--- src/rtl/serial_word_tx.sv ---
// Bit-serial word transmitter: parallel words in over valid/ready, LSB-first
// serial bits out with a word-start marker, optional idle gap between words.
module serial_word_tx #(
  parameter int WIDTH = 12,
  parameter int GAP   = 0
) (
  input  logic             t_clk,
  input  logic             r,
  input  logic [WIDTH-1:0] in_data,
  input  logic             in_valid,
  output logic             in_ready,
  output logic             i_out,
  output logic             r_out,
  output logic             word_done,
  output logic             busy
);

  localparam int CW = $clog2(WIDTH);
  localparam int GW = (GAP > 1) ? $clog2(GAP) : 1;

  typedef enum logic [1:0] {
    S_IDLE,
    S_SHIFT,
    S_GAP
  } state_t;

  state_t           state_q, state_d;
  logic [WIDTH-1:0] hold_q, hold_d;
  logic             hold_full_q, hold_full_d;
  logic [WIDTH-1:0] shift_q, shift_d;
  logic [CW-1:0]    cnt_q, cnt_d;
  logic [GW-1:0]    gap_cnt_q, gap_cnt_d;
  logic             i_out_q, i_out_d;
  logic             r_out_q, r_out_d;
  logic             word_done_q, word_done_d;
  logic             busy_q, busy_d;
  logic             load;

  assign in_ready  = ~hold_full_q;
  assign i_out     = i_out_q;
  assign r_out     = r_out_q;
  assign word_done = word_done_q;
  assign busy      = busy_q;

  // cnt_q is the index of the bit currently driven on i_out
  always_comb begin
    state_d     = state_q;
    hold_d      = hold_q;
    hold_full_d = hold_full_q;
    shift_d     = shift_q;
    cnt_d       = cnt_q;
    gap_cnt_d   = gap_cnt_q;
    i_out_d     = 1'b0;
    r_out_d     = 1'b0;
    word_done_d = 1'b0;
    load        = 1'b0;

    case (state_q)
      S_IDLE: begin
        if (hold_full_q) load = 1'b1;
      end
      S_SHIFT: begin
        if (cnt_q == CW'(WIDTH - 1)) begin
          if (GAP > 0) begin
            state_d   = S_GAP;
            gap_cnt_d = '0;
          end else if (hold_full_q) begin
            load = 1'b1;
          end else begin
            state_d = S_IDLE;
          end
        end else begin
          cnt_d       = cnt_q + CW'(1);
          i_out_d     = shift_q[0];
          shift_d     = shift_q >> 1;
          word_done_d = (cnt_q == CW'(WIDTH - 2));
        end
      end
      S_GAP: begin
        if (int'(gap_cnt_q) >= GAP - 1) begin
          if (hold_full_q) load = 1'b1;
          else             state_d = S_IDLE;
        end else begin
          gap_cnt_d = gap_cnt_q + GW'(1);
        end
      end
      default: state_d = S_IDLE;
    endcase

    // Loading puts bit 0 on the wire immediately, so the shifter keeps the rest
    if (load) begin
      state_d     = S_SHIFT;
      shift_d     = hold_q >> 1;
      i_out_d     = hold_q[0];
      r_out_d     = 1'b1;
      cnt_d       = '0;
      hold_full_d = 1'b0;
    end

    // Accept only while hold is empty, so it never coincides with a load
    if (in_valid && !hold_full_q) begin
      hold_d      = in_data;
      hold_full_d = 1'b1;
    end

    busy_d = (state_d != S_IDLE);
  end

  always_ff @(posedge t_clk) begin
    if (r) begin
      state_q     <= S_IDLE;
      hold_full_q <= 1'b0;
      cnt_q       <= '0;
      gap_cnt_q   <= '0;
      i_out_q     <= 1'b0;
      r_out_q     <= 1'b0;
      word_done_q <= 1'b0;
      busy_q      <= 1'b0;
    end else begin
      state_q     <= state_d;
      hold_full_q <= hold_full_d;
      cnt_q       <= cnt_d;
      gap_cnt_q   <= gap_cnt_d;
      i_out_q     <= i_out_d;
      r_out_q     <= r_out_d;
      word_done_q <= word_done_d;
      busy_q      <= busy_d;
    end
  end

  // Data registers carry no reset; hold_full_q/state_q qualify their contents
  always_ff @(posedge t_clk) begin
    hold_q  <= hold_d;
    shift_q <= shift_d;
  end

endmodule

--- config.mk ---
export PLATFORM = sky130hd
export DESIGN_NAME = serial_word_tx
export DESIGN_NICKNAME = d
export VERILOG_FILES = /design/src/rtl/serial_word_tx.sv
export SDC_FILE = /design/constraint.sdc
export NUM_CORES = 1
export LEC_CHECK = 0
export BUFFER_PORTS_ARGS = -buffer_cell sky130_fd_sc_hd__buf_2
export CORE_MARGIN = 2
export CORE_UTILIZATION = 50
export CTS_CLUSTER_DIAMETER = 200
export DETAILED_ROUTE_END_ITERATION = 8
export PLACE_DENSITY = 0.79
export SYNTH_ARGS = -nofsm -noshare
export SYNTH_HDL_FRONTEND = slang
export SYNTH_SLANG_ARGS = --single-unit
--- constraint.sdc ---
create_clock -name t_clk -period 4.68 [get_ports t_clk]
set_input_delay 0.468 -clock t_clk [delete_from_list [all_inputs] [get_ports t_clk]]
set_output_delay 0.468 -clock t_clk [all_outputs]
set_load 0.02 [all_outputs]
---- Word level (Yosys, flattened, before mapping) ----
Index checks and enable logic that the tools add are counted.
cells by class
  add/sub/neg operators ................... 1
  eq/ne operators ......................... 5
  multiplexer cells ....................... 16
  bitwise gates (word level) .............. 3
  reduce and logical (&&, ||, !) cells .... 11
operators with widths
  operator             number
  $mux 11              3
  $eq 4x4->1 const B   2
  $mux 1               8
  $mux 2               3
  $pmux 2 s3           1
  $reduce_bool 2->1    3
  $add 4x1->4 const B  1
  $reduce_and 2->1     2
  $reduce_or 2->1      2
  $not 1->1            3
  $reduce_or 3->1      1
  $eq 2x1->1 const B   1
  $eq 2x2->1 const B   1
  $logic_not 2->1      1
  $ne 2x2->1 const B   1
  $pmux 1 s2           1
  $logic_and 1x1->1    1
  $logic_not 1->1      1
word-level totals
  bits in registers ....................... 34
  output and inout port bits .............. 5
  word-level logic and storage cells ...... 45

---- Logic depth before layout (Yosys ltp) ----
Gate-level depths: netlist of the first run.
  depth in word-level cells ............... 5
  mapped depth ............................ 5
  gate-level depth less buffers ........... 4

---- Worst setup path after synthesis of the first run ----
No wires, ideal clock.
  path type ............................... register to register
  from .................................... register cnt_q[0]
  to ...................................... register shift_q[1] (data pin)
  arrival time ............................ 1,470 ps
  required time ........................... 4,420 ps
  setup slack ............................. 2,950 ps
  stages on the path, launching flop included .. 6
  path buffers ............................ 1
  period minus slack after synthesis ...... 1,730 ps
  cells stage by stage .................... dfxtp_1 > ha_1 > and4bb_2 > o21ai_1 > buf_2 > mux2_2
between the ends
  longest elaborated chain between the ends .. 4
RTL lines
  item                      line  RTL
  start: declaration        31    logic [CW-1:0] cnt_q, cnt_d;
  start signal: assignment  122   cnt_q <= cnt_d;
  $eq 4x4->1                63    if (cnt_q == CW'(WIDTH - 1)) begin
  $mux 1                    63
  $pmux 1 s2                58    case (state_q)
  $mux 11                   91    if (load) begin
  via shift_d[1]            30    logic [WIDTH-1:0] shift_q, shift_d;
  end signal: assignment    134   shift_q <= shift_d;
  end: declaration          30
The timed path passes the listed nets, and every way through them passes these cells.
A chain may end at the register's enable or synchronous reset.

---- Final worst setup path of the first run ----
  from .................................... register cnt_q[0]
  to ...................................... register shift_q[9] (data pin)
Same word-level chain as after synthesis.

==> run metrics, run 1 <==
Post-synth top flop=edfxtp_1; post-synthesis compound-gate area fraction=0.0728; most frequent cells after synthesis=23 x edfxtp_1, 11 x dfxtp_1, 9 x mux2_2; setup TNS=0 ns; Yosys warnings=0; Reg2Reg Depth=4; routability congestion estimate from global placement=0.752; area post-placement=1430 um2; nets=128; mux cell area share after synthesis=0.0851; Met2 Wirelength=896 um; Comb power frac=0.082; Synth cell types=32; Antenna Cells=0; required time of the critical path=4.76 ns; clk buf depth=2; Routed met3 length=109 um; Post-CTS Setup Inserts=0; clock share of power=0.327; asr flop ratio synth=0; final instance area=1510 um2; Seq/Total Area, Yosys=0.689; worst slew pin tran=1.08 ns; Core Area=2500 um2; synth top area cells=edfxtp_1 52%, dfxtp_1 17%, mux2_2 7.7%; WS Path Type=reg2reg; fillcell total=198; period utilisation layout=0.466; CTS resizes=0; Slowest-stage cell, CP=o21ai_1; H-Tree Level Count=2; CP Launch Type=flop; Rel. slew slack=0.279; Psw=126 uW; Total GRT Usage=0.143; number of max-cap violations=0; Final min period=2.18 ns; fraction of the mapped netlist area in adder cells=0.0189; wire length on met1=847 um; Crit. Startpoint=cnt_q[0]; XOR/XNOR Fraction of Synth Area=0; end of the worst register-to-register path=shift_q[9]; DRC viols=0; die area=3070 um2; Yosys top cell area share=0.522; # setup viols final=0; Synth Area in Simple Gates=0.105; worst hold path class=in2reg; flop-to-flop setup slack=2.50 ns; Critical Path End=shift_q[9]; routed wire length=1880 um; clk_skew=0.00756 ns; Routed Antenna Nets=0; pwr/cell area=407 nW/um2; first-pass GRT wire length=3290 um; sequential power share=0.591; via count=760; number of core rows=18; Static Leak=0.545 nW; clock sink total=34; Top Ports=20; top layer in use=met4; routed len/inst=13.3 um; Starting DRT DRC Count=13; status=completed; hold_buf cts=0; Initial Util=0.529; crit end category=flop; antenna violations before repair=0; most frequent cell after synthesis=edfxtp_1; Yosys top cell by area=edfxtp_1; vias in the first global route=738; dpl hpwl=1310 um; RSZ-0062 raised after global routing=false; cts bufs inserted=5; pin count of the biggest net entering global routing=13; Max Freq=0.458 GHz; die width=55.4 um; number of synthesized flops with an enable pin=23; Syn Nets=106; largest fanout on the critical path=11; Worst EP arrival=2.27 ns; CP cell instances=ha_1 -> and4bb_2 -> o21ai_1 -> mux2_2; final hold vios=0; Worst VDD drop=298 uV; Root Driver=clkbuf_4; Sw Ratio=0.206; CP peak stage delay=0.67 ns; R2R Path Start=cnt_q[0]; Synth Instances=89; Yosys reg bits=34; Port-buffer cells=19; Int Pwr=486 uW; CTS tree=done; drt first pass iters=4; syn_area_per_cell=14.9 um2; layout cells sized above 1=0.321; Synth-to-Final Area Change=13.9%; grt ovf=0; largest family of logic cells by synthesized area=simple AND/OR/NAND/NOR gates; fin. max-slew vios=0; die height=55.4 um; clk_lat worst skew=0.33 ns; Via density=5.35; Clock transition at path regs=0.10 ns; Mapped Area=1320 um2
==> per-stage QoR <==
step | setup WS (ns) | utilization | std cells | power (mW) | hold slack [ns]
floorplan | 2.95 | - | 89 | 0.402 | 0.496
global placement | 2.53 | 0.573 | 134 | 0.416 | 0.507
detailed placement | 2.49 | 0.573 | 134 | 0.420 | 0.514
CTS | 2.47 | 0.603 | 142 | 0.621 | 0.287
global route | 2.35 | 0.603 | 142 | 0.641 | 0.281
finish | 2.50 | 0.603 | 142 | 0.613 | 0.303
==> cell usage in the layout, fill, tap and decap left out, types with 2 or more instances in the layout <==
master    Yosys  layout
or3_1         2       2
o21ai_0       2       2
buf_2         1      19
ha_1          2       2
nand3_1       2       2
nor2_1        2       2
edfxtp_1     23      23
nand3b_1      2       2
clkbuf_4      0       5
a211oi_1      5       5
mux2_2        9       9
inv_1         3       3
dfxtp_1      11      11
nor3_1        2       2
a21oi_1       3       3
nand4b_1      2       2
==> registers in the layout (all words and copies together), names as in the netlist <==
| name | cells |
|---|---|
| hold_q | 12 |
| shift_q | 11 |
| cnt_q | 4 |
| state_q | 2 |
| busy | 1 |
| hold_full_q | 1 |
| i_out | 1 |
| r_out | 1 |
| word_done | 1 |
==> worst min-delay path by stage <==
stage | startpoint | end | slack, ns | cells past startpoint
after global placement | hold_q[11] | shift_q[10] | 0.51 | 1
after detailed placement | hold_q[11] | shift_q[10] | 0.51 | 1
after floorplan | cnt_q[1] | cnt_q[1] | 0.50 | 2
after CTS | in_data[4] | hold_q[4] | 0.29 | 1
final | in_data[4] | hold_q[4] | 0.30 | 1
after global routing | in_data[1] | hold_q[1] | 0.28 | 1
==> power groups by stage <==
stage	clock, mW	combinational [mW]	sequential (mW)
3_5_place_dp	0	0.0511	0.369
3_3_place_gp	0	0.0481	0.368
5_1_grt	0.219	0.0560	0.365
4_1_cts	0.208	0.0513	0.362
2_1_floorplan	0	0.0357	0.367
6_report	0.200	0.0502	0.362
==> kinds of logic after synthesis <==
| family | count (synthesis) |
|---|---|
| buffers and inverters | 7 |
| AOI/OAI and AO/OA | 15 |
| muxes | 10 |
| and+or+nand+nor | 20 |
| adders and majority gates | 2 |
| other | 1 |
| DFF | 34 |
==> critical path, delay by kind of cell (launching register included) <==
kind / cells / cell delay (ns)
AOI/OAI and AO/OA: 1 / 0.67
adders and majority gates: 1 / 0.25
DFF: 1 / 0.35
muxes: 1 / 0.42
and+or+nand+nor: 1 / 0.24
==> cell type report <==
type | instances | area, um2 | area share
Timing Repair Buffer | 19 | 95.1 | 0.0631
Inverter | 3 | 11.3 | 0.00748
Sequential cell | 34 | 911 | 0.605
Clock inverter | 2 | 33.8 | 0.0224
Tap cell | 30 | 37.5 | 0.0249
Clock buffer | 6 | 41.3 | 0.0274
Multi-Input combinational cell | 48 | 377 | 0.250
==> layer usage <==
metal | global-route usage | up-vias
met5 | 0 | -
met4 | 0.0732 | 0
met3 | 0.0562 | 4
met2 | 0.221 | 17
met1 | 0.171 | 354
li1 | - | 385
(Power assumes the default switching activity.)
==> run 2: changes to the inputs <==
--- a/config.mk
+++ b/config.mk
@@ -5,12 +5,13 @@
 export SDC_FILE = /design/constraint.sdc
 export NUM_CORES = 1
 export LEC_CHECK = 0
+export ABC_AREA = 1
 export BUFFER_PORTS_ARGS = -buffer_cell sky130_fd_sc_hd__buf_2
 export CORE_MARGIN = 2
-export CORE_UTILIZATION = 50
+export CORE_UTILIZATION = 49
 export CTS_CLUSTER_DIAMETER = 200
 export DETAILED_ROUTE_END_ITERATION = 8
-export PLACE_DENSITY = 0.79
+export PLACE_DENSITY = 0.81
 export SYNTH_ARGS = -nofsm -noshare
 export SYNTH_HDL_FRONTEND = slang
 export SYNTH_SLANG_ARGS = --single-unit
==> constraint.sdc (replaced) <==
create_clock -name t_clk -period 1.8 [get_ports t_clk]
set_input_delay 0.18 -clock t_clk [delete_from_list [all_inputs] [get_ports t_clk]]
set_output_delay 0.18 -clock t_clk [all_outputs]
set_load 0.02 [all_outputs]
==> run metrics, run 2 <==
routability congestion estimate from global placement=0.729 (was 0.752); status=completed (unchanged); clk buf depth=2 (unchanged); number of max-cap violations=0 (unchanged); # setup viols final=0 (unchanged); Cells after DPL=176 (was 134); period utilisation layout=0.912 (was 0.466); pin count of the biggest net entering global routing=18 (was 13); Post-CTS Setup Inserts=0 (unchanged); final hold vios=0 (unchanged); flop-to-flop setup slack=0.16 ns (was 2.50 ns); post-route insts no fill=184 (was 142); Total GRT Usage=0.148 (was 0.143); drt first pass iters=4 (unchanged); Synth-to-Final Area Change=13.9% (about the same); routed len/inst=11.8 um (was 13.3 um); grt ovf=0 (unchanged); most frequent cell after synthesis=nand2_1 (was edfxtp_1); R2R Path Start=cnt_q[1] (was cnt_q[0]); Port-buffer cells=19 (unchanged); Yosys reg bits=34 (unchanged); number of core rows=19 (was 18); fin. max-slew vios=0 (unchanged); hold depth=1 (unchanged); Regs by FF count=hold_q: 12 flops, shift_q: 11 flops, cnt_q: 4 flops (unchanged); CTS tree=done (unchanged); area post-placement=1530 um2 (was 1430 um2); nets=169 (was 128); Via density=4.98 (was 5.35); Met2 Wirelength=1150 um (was 896 um); asr flop ratio synth=0 (unchanged); Starting DRT DRC Count=34 (was 13); Worst Hold Slack=0.0351 ns (was 0.303 ns); mux cell area share after synthesis=0 (was 0.0851); Yosys warnings=0 (unchanged); final instance area=1580 um2 (was 1510 um2); Antenna Cells=0 (unchanged); WS Path Type=reg2reg (unchanged); Initial Util=0.508 (was 0.529); DRC viols=0 (unchanged); pwr/cell area=972 nW/um2 (was 407 nW/um2); clk_skew=0.00458 ns (was 0.00756 ns); largest family of logic cells by synthesized area=simple AND/OR/NAND/NOR gates (unchanged); number of synthesized flops with an enable pin=23 (unchanged); Static Leak=0.680 nW (was 0.545 nW); Worst VDD drop=667 uV (was 298 uV); die height=57.2 um (was 55.4 um); XOR/XNOR Fraction of Synth Area=0.00631 (was 0); Final min period=1.64 ns (was 2.18 ns); Largest Register=hold_q (unchanged); die width=57.2 um (was 55.4 um); max reg flops=12 (unchanged); RSZ-0062 raised after global routing=false (unchanged); PnR Total Power=1.54 mW (was 613 uW); synth top area cells=edfxtp_1 50%, dfxtp_1 16%, nand2_1 12% (was edfxtp_1 52%, dfxtp_1 17%, mux2_2 7.7%); Clock transition at path regs=0.10 ns (about the same); die area=3270 um2 (was 3070 um2); CP peak stage delay=0.42 ns (was 0.67 ns); Reg2Reg Depth=6 (was 4); fillcell total=214 (was 198); clock sink total=34 (unchanged); clk_lat worst skew=0.32 ns (was 0.33 ns); commonest non-fill, non-tap cell in the layout=nand2_1 (was edfxtp_1); Synth Area in Simple Gates=0.239 (was 0.105); Seq/Total Area, Yosys=0.656 (was 0.689); most frequent cells after synthesis=44 x nand2_1, 23 x edfxtp_1, 11 x dfxtp_1 (was 23 x edfxtp_1, 11 x dfxtp_1, 9 x mux2_2); antenna violations before repair=0 (unchanged); Slowest-stage cell, CP=dfxtp_1 (was o21ai_1); crit end category=flop (unchanged); Synth Instances=126 (was 89); Max Freq=0.609 GHz (was 0.458 GHz); most frequent cells in the layout=44 x nand2_1, 23 x edfxtp_1, 19 x buf_2 (was 23 x edfxtp_1, 19 x buf_2, 11 x dfxtp_1); end of the worst register-to-register path=shift_q[4] (was shift_q[9]); Post-synth top flop=edfxtp_1 (unchanged); wire length on met1=882 um (was 847 um); Yosys top cell by area=edfxtp_1 (unchanged); worst hold path class=in2reg (unchanged); Mapped Area=1390 um2 (was 1320 um2); Worst EP arrival=1.68 ns (was 2.27 ns); CP top delay family=simple AND/OR/NAND/NOR gates (was compound AO/OA/AOI/OAI gates); via count=916 (was 760); fraction of the mapped netlist area in adder cells=0.0180 (was 0.0189); largest fanout on the critical path=17 (was 11); Root Driver=clkbuf_4 (unchanged); Synth cell types=21 (was 32); Buf/Inv on CP=1 (was 0); required time of the critical path=1.84 ns (was 4.76 ns); Syn Nets=143 (was 106); hold endpoint=hold_q[3] (was hold_q[4]); cts bufs inserted=5 (unchanged); syn_area_per_cell=11.0 um2 (was 14.9 um2); Top Ports=20 (unchanged); H-Tree Level Count=2 (unchanged); vias in the first global route=846 (was 738); first-pass GRT wire length=3560 um (was 3290 um); dpl hpwl=1540 um (was 1310 um); CP Launch Type=flop (unchanged); Core Area=2730 um2 (was 2500 um2); Yosys top cell area share=0.498 (was 0.522); Routed met3 length=94 um (was 109 um); top layer in use=met4 (unchanged); Routed Antenna Nets=0 (unchanged); layout cells sized above 1=0.242 (was 0.321); routed wire length=2170 um (was 1880 um); CP cell instances=ha_1 -> nand3_4 -> nor2_4 -> nor2_8 -> nand2_1 -> buf_12 (was ha_1 -> and4bb_2 -> o21ai_1 -> mux2_2); critical hold path startpoint=in_data[3] (was in_data[4]); post-synthesis compound-gate area fraction=0.0316 (was 0.0728); setup TNS=0 ns (unchanged)
## run 2: changes by cell type after synthesis, sizes merged, moves of 2 or more
cell	delta
or3	-3
a211oi	-5
nor2	+9
nand2	+45
inv	+9
nor3	-2
nand3	+6
a21oi	+3
mux2	-10
clkbuf	-2
nand4b	-2
## run 2: cell type report
class                      count  area, um2  area share
sequential                    34        911       0.576
timing repair buffer          21        123      0.0776
clock inverter                 2       8.76     0.00554
multi-input combinational     78        413       0.261
inverter                      12       45.0      0.0285
clock buffer                   6       41.3      0.0261
tap                           31       38.8      0.0245
## run 2: worst reg2reg max path: stages (launching register included)
cell and delay (ns):
dfxtp_1 0.42, ha_1 0.30, nand3_4 0.15, nor2_4 0.16, nor2_8 0.08, nand2_1 0.12
buf_12 0.14
## run 2: cell families after synthesis
logic type                 Yosys count
and+or+nand+nor                     66
adders and majority gates            2
AOI/OAI and AO/OA                    8
xor gates and xnor gates             1
DFF                                 34
buffers and inverters               14
other                                1
## run 2: power breakdown
part	switching (mW)	internal, mW
clock network	0.236	0.147
logic	0.127	0.0740
registers	0.0269	0.925
total	0.390	1.15
## run 2: how the worst max path moves through the flow
stage / from / to / slack [ns] / depth (start not counted)
2_1_floorplan: cnt_q[1] / shift_q[0] / 0.12 / 6
6_report: cnt_q[1] / shift_q[4] / 0.16 / 6
5_1_grt: cnt_q[1] / shift_q[8] / 0.02 / 5
4_1_cts: cnt_q[1] / shift_q[4] / 0.06 / 5
3_3_place_gp: cnt_q[1] / shift_q[6] / 0.19 / 5
3_5_place_dp: cnt_q[1] / shift_q[0] / 0.08 / 5
## run 2: layer usage
layer  track usage  up-vias
met4        0.0864        0
met3        0.0476        7
li1              -      464
met2         0.243       23
met5             0        -
met1         0.169      422
## run 2: metrics by stage
stage | util | worst slack (ns)
final | 0.578 | 0.158
after global routing | 0.578 | 0.0227
after CTS | 0.578 | 0.0555
after detailed placement | 0.560 | 0.0835
after global placement | 0.560 | 0.195
after floorplan | - | 0.118
## run 2: timing repair
item / 4_1_cts / 5_1_grt
hold buffers: 0 / 0
gates resized for setup: 0 / 1
setup endpoints to repair: 0 / 11
